[src/rtl/pulse_seq_pkg.sv]
// pulse_seq_pkg
//   Shared definitions for the pulse pattern sequencer:
//     - seq_state_e : sequencer state encoding (also driven out on seq_state)
//     - default nominal widths and timing constants
//     - tol_calc()  : tolerance in cycles from a nominal width and a percent rate
package pulse_seq_pkg;

    typedef enum logic [2:0] {
        ST_IDLE  = 3'd0,
        ST_WAIT1 = 3'd1,
        ST_WAIT2 = 3'd2,
        ST_WAIT3 = 3'd3,
        ST_CUT   = 3'd4,
        ST_LOCK  = 3'd5
    } seq_state_e;

    localparam int unsigned NOM1_DEF    = 500;
    localparam int unsigned NOM2_DEF    = 750;
    localparam int unsigned NOM3_DEF    = 1000;
    localparam int unsigned GAP_MAX_DEF = 20000;
    localparam int unsigned ACK_TO_DEF  = 1024;
    localparam int unsigned LOCKOUT_DEF = 50000;
    localparam int unsigned N_WIN       = 3;

    // nom*err/100, truncated. The product is kept to 15 bits: the largest
    // nominal (1000) times the largest rate (31) still fits.
    function automatic logic [15:0] tol_calc(input logic [15:0] nom, input logic [4:0] err);
        logic [14:0] prod;
        prod = 15'(nom * {11'd0, err});
        return {1'b0, prod / 15'd100};
    endfunction

endpackage

[src/rtl/pulse_window_chk.sv]
// pulse_window_chk
//   Combinational inclusive window test: hit_o = (nom-tol <= width <= nom+tol),
//   16-bit unsigned. tol is always below nom, so the low bound cannot wrap.
// Ports
//   width_i  in  16  measured pulse width
//   nom_i    in  16  nominal width
//   tol_i    in  16  tolerance in cycles
//   hit_o    out 1   width lies inside the window
module pulse_window_chk (
    input  logic [15:0] width_i,
    input  logic [15:0] nom_i,
    input  logic [15:0] tol_i,
    output logic        hit_o
);

    logic [15:0] lo;
    logic [15:0] hi;

    assign lo    = nom_i - tol_i;
    assign hi    = nom_i + tol_i;
    assign hit_o = (width_i >= lo) && (width_i <= hi);

endmodule

[src/rtl/pulse_seq_ctrl.sv]
// pulse_seq_ctrl
//   Matches a 3-pulse width pattern (with tolerance windows) from the pulse
//   measurement path, enforces an inter-pulse gap timeout, drives a cut
//   request/ack handshake with ack timeout, then holds a post-cut lockout.
// Ports
//   clk          in   1   system clock
//   rst          in   1   asynchronous reset, active-high
//   arm          in   1   1 = sequencing enabled; 0 forces IDLE
//   cfg_err_rate in   5   tolerance percent, latched when leaving IDLE
//   pulse_done   in   1   end-of-pulse strobe
//   pulse_width  in   16  measured width, valid with pulse_done
//   cut_ack      in   1   actuator acknowledge
//   cut_req      out  1   cut request, held until ack / timeout / disarm
//   seq_state    out  3   current state (debug)
//   seq_err      out  1   sticky ack-timeout error, cleared on re-arm
// Optional (macro PULSE_SEQ_STATS_EN)
//   cut_cnt      out  16  acknowledged cuts, saturating
//   miss_cnt     out  16  rejected pulses in WAIT2/WAIT3, saturating
module pulse_seq_ctrl
    import pulse_seq_pkg::*;
#(
    parameter int unsigned NOM1    = NOM1_DEF,
    parameter int unsigned NOM2    = NOM2_DEF,
    parameter int unsigned NOM3    = NOM3_DEF,
    parameter int unsigned GAP_MAX = GAP_MAX_DEF,
    parameter int unsigned ACK_TO  = ACK_TO_DEF,
    parameter int unsigned LOCKOUT = LOCKOUT_DEF
) (
    input  logic        clk,
    input  logic        rst,
    input  logic        arm,
    input  logic [4:0]  cfg_err_rate,
    input  logic        pulse_done,
    input  logic [15:0] pulse_width,
    input  logic        cut_ack,
    output logic        cut_req,
    output logic [2:0]  seq_state,
    output logic        seq_err
`ifdef PULSE_SEQ_STATS_EN
    ,
    output logic [15:0] cut_cnt,
    output logic [15:0] miss_cnt
`endif
);

    // Timeouts fire on the edge where the shared timer holds LIMIT-1, i.e.
    // exactly LIMIT edges after the timer was cleared.
    localparam logic [15:0] GAP_LAST  = 16'(GAP_MAX - 1);
    localparam logic [15:0] ACK_LAST  = 16'(ACK_TO - 1);
    localparam logic [15:0] LOCK_LAST = 16'(LOCKOUT - 1);

    seq_state_e        state_q, state_d;
    logic [15:0]       timer_q, timer_d;
    logic              seq_err_q, seq_err_d;
    logic              cut_req_q, cut_req_d;
    logic              latch_tol;
    logic [N_WIN-1:0]  win_hit;

    genvar gi;
    generate
        for (gi = 0; gi < N_WIN; gi++) begin : g_win
            localparam int unsigned NOM = (gi == 0) ? NOM1 : (gi == 1) ? NOM2 : NOM3;
            localparam logic [15:0] NOM_W = 16'(NOM);

            logic [15:0] tol_q;

            always_ff @(posedge clk or posedge rst) begin
                if (rst) begin
                    tol_q <= '0;
                end else if (latch_tol) begin
                    tol_q <= tol_calc(NOM_W, cfg_err_rate);
                end
            end

            pulse_window_chk u_chk (
                .width_i (pulse_width),
                .nom_i   (NOM_W),
                .tol_i   (tol_q),
                .hit_o   (win_hit[gi])
            );
        end
    endgenerate

    // The timer is cleared by default, so every state change and every
    // accepted pulse restarts it; only the waiting branches advance it.
    always_comb begin
        state_d   = state_q;
        timer_d   = '0;
        seq_err_d = seq_err_q;
        latch_tol = 1'b0;

        if (!arm) begin
            state_d = ST_IDLE;
        end else begin
            case (state_q)
                ST_IDLE: begin
                    state_d   = ST_WAIT1;
                    latch_tol = 1'b1;
                    seq_err_d = 1'b0;
                end
                ST_WAIT1: begin
                    if (pulse_done && win_hit[0]) state_d = ST_WAIT2;
                end
                ST_WAIT2: begin
                    if (pulse_done) begin
                        // A miss that still fits window 1 restarts the pattern at pulse 2
                        if (win_hit[1])      state_d = ST_WAIT3;
                        else if (win_hit[0]) state_d = ST_WAIT2;
                        else                 state_d = ST_WAIT1;
                    end else if (timer_q >= GAP_LAST) begin
                        state_d = ST_WAIT1;
                    end else begin
                        timer_d = timer_q + 16'd1;
                    end
                end
                ST_WAIT3: begin
                    if (pulse_done) begin
                        if (win_hit[2])      state_d = ST_CUT;
                        else if (win_hit[0]) state_d = ST_WAIT2;
                        else                 state_d = ST_WAIT1;
                    end else if (timer_q >= GAP_LAST) begin
                        state_d = ST_WAIT1;
                    end else begin
                        timer_d = timer_q + 16'd1;
                    end
                end
                ST_CUT: begin
                    if (cut_ack) begin
                        state_d = ST_LOCK;
                    end else if (timer_q >= ACK_LAST) begin
                        state_d   = ST_LOCK;
                        seq_err_d = 1'b1;
                    end else begin
                        timer_d = timer_q + 16'd1;
                    end
                end
                ST_LOCK: begin
                    if (timer_q >= LOCK_LAST) state_d = ST_WAIT1;
                    else                      timer_d = timer_q + 16'd1;
                end
                default: state_d = ST_IDLE;
            endcase
        end
    end

    // cut_req follows the next state so it rises on the edge that enters CUT
    // and falls on the edge that leaves it.
    assign cut_req_d = (state_d == ST_CUT);

    always_ff @(posedge clk or posedge rst) begin
        if (rst) begin
            state_q   <= ST_IDLE;
            timer_q   <= '0;
            seq_err_q <= 1'b0;
            cut_req_q <= 1'b0;
        end else begin
            state_q   <= state_d;
            timer_q   <= timer_d;
            seq_err_q <= seq_err_d;
            cut_req_q <= cut_req_d;
        end
    end

    assign seq_state = state_q;
    assign cut_req   = cut_req_q;
    assign seq_err   = seq_err_q;

`ifdef PULSE_SEQ_STATS_EN
    logic [15:0] cut_cnt_q;
    logic [15:0] miss_cnt_q;
    logic        cut_evt;
    logic        miss_evt;

    // arm=0 overrides both the ack and any pulse in the same cycle
    assign cut_evt  = arm && (state_q == ST_CUT) && cut_ack;
    assign miss_evt = arm && pulse_done &&
                      (((state_q == ST_WAIT2) && !win_hit[1]) ||
                       ((state_q == ST_WAIT3) && !win_hit[2]));

    always_ff @(posedge clk or posedge rst) begin
        if (rst) begin
            cut_cnt_q  <= '0;
            miss_cnt_q <= '0;
        end else begin
            if (cut_evt && (cut_cnt_q != 16'hFFFF))   cut_cnt_q  <= cut_cnt_q + 16'd1;
            if (miss_evt && (miss_cnt_q != 16'hFFFF)) miss_cnt_q <= miss_cnt_q + 16'd1;
        end
    end

    assign cut_cnt  = cut_cnt_q;
    assign miss_cnt = miss_cnt_q;
`endif

endmodule

[config.mk]
export PLATFORM = sky130hd
export DESIGN_NAME = pulse_seq_ctrl
export DESIGN_NICKNAME = d
export VERILOG_FILES = /design/src/rtl/pulse_seq_pkg.sv /design/src/rtl/pulse_window_chk.sv /design/src/rtl/pulse_seq_ctrl.sv
export SDC_FILE = /design/constraint.sdc
export NUM_CORES = 1
export LEC_CHECK = 0
export BUFFER_PORTS_ARGS = -buffer_cell sky130_fd_sc_hd__buf_2
export CORE_MARGIN = 4
export CORE_UTILIZATION = 40
export CTS_BUF_LIST = sky130_fd_sc_hd__clkbuf_8
export CTS_CLUSTER_DIAMETER = 40
export CTS_CLUSTER_SIZE = 16
export DETAILED_ROUTE_END_ITERATION = 6
export GPL_ROUTABILITY_DRIVEN = 1
export GPL_TIMING_DRIVEN = 0
export SLEW_MARGIN = 10
export SYNTH_ARGS = -nofsm -noshare
export SYNTH_HDL_FRONTEND = slang
export SYNTH_SLANG_ARGS = --single-unit
[constraint.sdc]
create_clock -name clk -period 7.3 [get_ports clk]
set_input_delay 1.46 -clock clk [delete_from_list [all_inputs] [get_ports clk]]
set_output_delay 1.46 -clock clk [all_outputs]
set_load 0.02 [all_outputs]
## Word-level counts from Yosys, hierarchy flattened

Cells that the tools add are included.

- Add/subtract/negate cells: 7
- $mul: 3
- Div/mod/pow operators: 3
- Magnitude comparators: 9
- Equality and inequality tests: 8
- Mux-type cells: 24
- Reductions and logical operators: 8

Operators with widths:

| cell | count |
|---|---|
| $mux 16 | 6 |
| $ge 16x16->1 | 3 |
| $le 16x16->1 | 3 |
| $pmux 16 s3 | 1 |
| $add 10x15->16 const A | 2 |
| $sub 10x15->16 const A | 2 |
| $div 15x7->15 const B | 2 |
| $mux 3 | 9 |
| $mul 7x5->12 const A | 2 |
| $pmux 3 s6 | 1 |
| $add 16x1->16 const B | 1 |
| $add 9x15->16 const A | 1 |
| $ge 16x10->1 const B | 1 |
| $ge 16x15->1 const B | 1 |
| $ge 16x16->1 const B | 1 |
| $sub 9x15->16 const A | 1 |
| $div 14x7->15 const B | 1 |
| $mul 9x5->14 const A | 1 |
| $eq 3x3->1 const B | 3 |
| $eq 3x2->1 const B | 2 |
| $logic_and 1x1->1 | 4 |
| $mux 1 | 4 |
| $mux 2 | 2 |
| $ne 2x2->1 const B | 2 |
| 6 further kinds | 6 |

- Bits in registers: 66
- Output and inout port bits: 5
- Word-level logic and storage cells: 69

## Logic depth before layout (Yosys ltp)

- Depth after elaboration: 9
- Depth in mapped cells: 30
- Depth with buffers taken out: 25

## Hierarchy

Synthesis repeated with hierarchy kept, for this count alone.

- Cell total of the unflattened synthesis: 1744
- Area total of the unflattened synthesis: 13655.6 um^2

By module, submodules not included:

| module | instances | cells an instance | area an instance (um^2) | sequential area each (um^2) |
|---|---|---|---|---|
| pulse_seq_ctrl | 1 | 877 | 7045.5 | 1151.1 |
| pulse_window_chk | 3 | 289 | 2203.4 | 0.0 |

## Worst setup path after synthesis

No wires, ideal clock.

- Kind: input -> register
- Start point: in cfg_err_rate[2]
- End point: reg g_win[2].tol_q[0]
- Library setup time: 0.132 ns
- Arrival time: 7.776 ns
- Path slack: -0.608 ns
- Cell stages on the path: 25
- Cell sequence: fa_1 fa_1 inv_1 fa_1 inv_1 ha_1 o21a_1 a21bo_2 a21oi_2 o311ai_4 a21oi_2 mux2_4 a41o_1 or4b_4 mux2i_4 xnor2_2 o2111a_1 o211ai_1 a311o_1 o21a_2 a31o_4 nor2_2 mux2i_1 a2bb2oi_1 a31oi_1

- Word-level cells in the longest chain between the ends: 2

Ends and longest elaborated chain:

| item | RTL line | source |
|---|---|---|
| from (decl) | pulse_seq_ctrl.sv:32 | `input logic [4:0] cfg_err_rate,` |
| $mul 7x5->12 | pulse_seq_pkg.sv:29 | `prod = 15'(nom * {11'd0, err});` |
| $div 15x7->15 | pulse_seq_pkg.sv:30 | `return {1'b0, prod / 15'd100};` |
| to (signal assigned) | pulse_seq_ctrl.sv:71 | `tol_q <= tol_calc(NOM_W, cfg_err_rate);` |
| to (decl) | pulse_seq_ctrl.sv:65 | `logic [15:0] tol_q;` |

No other way between the ends.
A chain may end at the register's enable or synchronous reset.

## Worst setup path in the final report

Same ends and word-level chain as after synthesis.

==> results.txt <==
The ratio of cells with drive above 1 in the final layout is 0.288. The number of ports placed on the die boundary is 31. The total count of hold-check failures in the final report came out at 0. Measured against its own limit, the worst slew margin works out to 0.302. The number of global-route vias before repair was 8906.

The Yosys warning count came out at 0. The routability-driven placement congestion ratio is 0.866. The number of endpoints failing setup at the final stage came out at 5.

After clock tree synthesis, the clock-pin slew on the worst setup and hold paths is 0.09 ns. The launch point of the worst reg-to-reg path is g_win[0].tol_q[3]$_DFFE_PP0P_. The fraction of registers with async set/reset is 1.00. The most used flip-flop cell after synthesis is sky130_fd_sc_hd__dfrtp_1. The area growth from synthesis to final layout is 29.2%. Summed over all layers, the global routing overflow is 0.

The count of port buffers added during placement came out at 29. After clock tree synthesis, the flow added hold-fix buffers numbering 0. The run finished, with violations left.

The data required time at the worst endpoint came out at 7.49 ns. The worst slack at placement is -1.51 ns. The die width came out at 159 um. In the post-synthesis netlist, the cell with the most instances is sky130_fd_sc_hd__ha_1. CTS built an H-tree with a depth of 2.

Once layout is complete, the utilization of the core stands at 0.524. The number of nets handed over by synthesis was 1310. The min-delay analysis places its worst path in the category register to register.

The number of buffers added by the clock tree synthesis step is 5. The total area inside the core boundary comes to 22600 um^2. The count of state elements after synthesis is 46.

The mapped netlist covers 9150 um^2. The layout net count is 1449. The post-route antenna net violation count came out at 0.

The iteration-0 DRC count of the detailed router came out at 481. Yosys attributes the largest share of cell area to sky130_fd_sc_hd__ha_1 17%, sky130_fd_sc_hd__dfrtp_1 13%, sky130_fd_sc_hd__xnor2_1 4.4%, sky130_fd_sc_hd__a21oi_1 4.0%, sky130_fd_sc_hd__nor2_1 3.9%. The time the worst path needs with I/O delays and setup came out at 7.82 ns. The share of the clock period used by the worst path came out at 1.07.

In this run the most critical hold path is launched from timer_q[0]$_DFF_PP0_. The final max-slew violation count came to 0. Summed over all instances, the cell type with the most area after synthesis is sky130_fd_sc_hd__ha_1. The timing startpoint of the critical path is cfg_err_rate[2]. STA classifies the critical path startpoint as an input pin. The global-route wire length before repair is 43200 um. By count the netlist is led by 127 x sky130_fd_sc_hd__ha_1, 94 x sky130_fd_sc_hd__nor2_1, 80 x sky130_fd_sc_hd__nand2_1. TritonCTS built the clock tree. The slew at the pin with the worst max-slew slack is 1.04 ns. Measured along the y axis, the die boundary spans 159 um.

The sum of net half-perimeters after detailed placement came out at 18300 um. The number of unique standard cell types used by synthesis came out at 111. The final reports fail on setup timing. After detailed routing, the average wire length per cell comes to 16.4 um. The starting utilization of the core area came out at 0.406. The overall routing resource usage came out at 0.194. The repair_antennas step left the layout with diodes totalling 0. The largest net degree at the start of global routing came out at 34. Setup repair after global routing could not meet its margin everywhere.

The insertion delay to the later sink of the worst-skew pair is 0.31 ns. The row count is 55. The worst clock skew came out at 0.0107 ns. In the routed layout, each cell is associated on average with a via count of 5.80.

Of the post-synthesis cell area, the dominant cell type holds 0.174. The synthesized area per cell came out at 8.03 um^2. For this run, design rule violations remaining after detail routing come to 0. The worst hold-check slack came out at 0.501 ns.

The total number of vias is 9076. The worst-case setup margin in the final layout came out at -0.521 ns. The die footprint is 25400 um^2.

The sink count of the clock tree is 46. The number of maximum-capacitance constraint violations is 0. The critical path is of the input pin to register type. The first-pass detailed-route iteration total is 5. The arrival time at the worst endpoint is 8.01 ns. Static timing analysis puts the maximum clock frequency at 0.128 GHz.

The tree is rooted in a sky130_fd_sc_hd__clkbuf_8. In this run the deepest clock path goes through 2 buffers. The element type at the critical path end is a register. Of the synthesized area, sequential elements account for 0.126. Of all nets on the critical path, the largest fanout is 6.

The number of antenna violations at the first check in global routing is 0. The final routed wirelength across all metal layers came out at 25700 um. The number of flops mapped to enable cells by yosys came out at 0. The post-synthesis cell count came out at 1140.
[routing by layer]
| metal | up-vias | track usage | share of wire | wire length [um] |
|---|---|---|---|---|
| met5 | - | 0 | 0 | 0 |
| met4 | 0 | 0.0383 | 0.016 | 400 |
| met3 | 29 | 0.0124 | 0.030 | 768 |
| met2 | 183 | 0.342 | 0.49 | 12600 |
| met1 | 4374 | 0.263 | 0.46 | 12000 |
| li1 | 4490 | - | - | - |
[cell usage in the layout, fill, tap and decap left out, types with 19 or more instances in the layout]
master | Yosys | layout
sky130_fd_sc_hd__a21oi_1 | 73 | 65
sky130_fd_sc_hd__buf_2 | 8 | 29
sky130_fd_sc_hd__buf_4 | 2 | 94
sky130_fd_sc_hd__buf_6 | 2 | 19
sky130_fd_sc_hd__clkbuf_1 | 30 | 24
sky130_fd_sc_hd__dfrtp_1 | 46 | 46
sky130_fd_sc_hd__ha_1 | 127 | 119
sky130_fd_sc_hd__inv_1 | 63 | 58
sky130_fd_sc_hd__nand2_1 | 80 | 72
sky130_fd_sc_hd__nand2b_1 | 25 | 24
sky130_fd_sc_hd__nand3_1 | 29 | 26
sky130_fd_sc_hd__nor2_1 | 94 | 86
sky130_fd_sc_hd__nor2b_1 | 24 | 22
sky130_fd_sc_hd__nor3_1 | 36 | 30
sky130_fd_sc_hd__o21ai_0 | 64 | 54
sky130_fd_sc_hd__xnor2_1 | 46 | 39
sky130_fd_sc_hd__xor2_1 | 29 | 27
[metrics by stage]
step / area, um^2 / TNS [ns] / std cells
5_1_grt: 11800 / -3.31 / 1565
3_5_place_dp: 9800 / -10.19 / 1456
3_3_place_gp: 9770 / -9.81 / 1454
2_1_floorplan: 9270 / -1.05 / 1140
6_report: 11800 / -1.68 / 1565
4_1_cts: 11400 / -1.18 / 1549
[flip-flops by register name, indices dropped and copies added, names as in the netlist]
signal	cells
timer_q	16
g_win.tol_q	25
cut_req	1
seq_state	3
seq_err	1
[final timing paths]
path,endpoint,slack [ns],cells past startpoint
min in group asynchronous,timer_q[7]$_DFF_PP0_,1.08,2
worst min register to register,timer_q[0]$_DFF_PP0_,0.50,1
max in group asynchronous,g_win[0].tol_q[1]$_DFFE_PP0P_,5.73,3
worst max-delay path,g_win[2].tol_q[0]$_DFFE_PP0P_,-0.52,28
worst max register to register,seq_state[0]$_DFF_PP0_,3.31,19
worst min-delay path,timer_q[0]$_DFF_PP0_,0.50,1
[what timing repair did]
action	in CTS	in global routing
gates cloned	1	0
pin swaps	91	60
resized for setup	170	67
endpoints found under the setup margin	10	10
buffers inserted	88	21
[logic make-up (layout without fill, tap and decap cells)]
group	Yosys count	in the layout	share of synthesized area
adders and majority gates	145	145	0.212
muxes	17	17	0.0206
buffers and inverters	107	247	0.0474
AOI/OAI and AO/OA	348	348	0.287
xor gates and xnor gates	79	79	0.0789
and+or+nand+nor	398	398	0.228
DFF	46	46	0.126
[cell type report]
cell class                 count  area (um^2)
clock buffer                   5         68.8
clock inverter                 3         23.8
timing repair buffer         137         1080
fill                        2081        10700
tap                          285          357
multi-input combinational    987         8710
sequential                    46         1150
inverter                      63          244
buffer                        39          203
[worst max-delay path, stage by stage]
cell,delay [ns]
sky130_fd_sc_hd__buf_12,0.11
sky130_fd_sc_hd__fa_2,0.51
sky130_fd_sc_hd__fa_1,0.51
sky130_fd_sc_hd__inv_1,0.05
sky130_fd_sc_hd__fa_1,0.49
sky130_fd_sc_hd__inv_2,0.05
sky130_fd_sc_hd__ha_4,0.26
sky130_fd_sc_hd__o21a_1,0.12
sky130_fd_sc_hd__a21boi_4,0.25
sky130_fd_sc_hd__nor3b_4,0.07
sky130_fd_sc_hd__o311ai_4,0.40
sky130_fd_sc_hd__buf_6,0.16
sky130_fd_sc_hd__a21oi_4,0.05
sky130_fd_sc_hd__mux2_4,0.33
sky130_fd_sc_hd__a41o_1,0.26
sky130_fd_sc_hd__or4b_4,0.61
sky130_fd_sc_hd__mux2i_4,0.24
sky130_fd_sc_hd__xnor2_4,0.17
sky130_fd_sc_hd__o2111a_1,0.26
sky130_fd_sc_hd__buf_4,0.14
sky130_fd_sc_hd__o211a_4,0.15
sky130_fd_sc_hd__buf_4,0.15
sky130_fd_sc_hd__o21a_4,0.22
sky130_fd_sc_hd__a31o_4,0.25
sky130_fd_sc_hd__nor2_4,0.24
sky130_fd_sc_hd__mux2i_2,0.26
sky130_fd_sc_hd__a2bb2oi_2,0.14
sky130_fd_sc_hd__a31oi_1,0.09
Power is left out: the tool's default activity adds up to more than one toggle a clock period on the data nets, which glitch-free logic cannot reach.
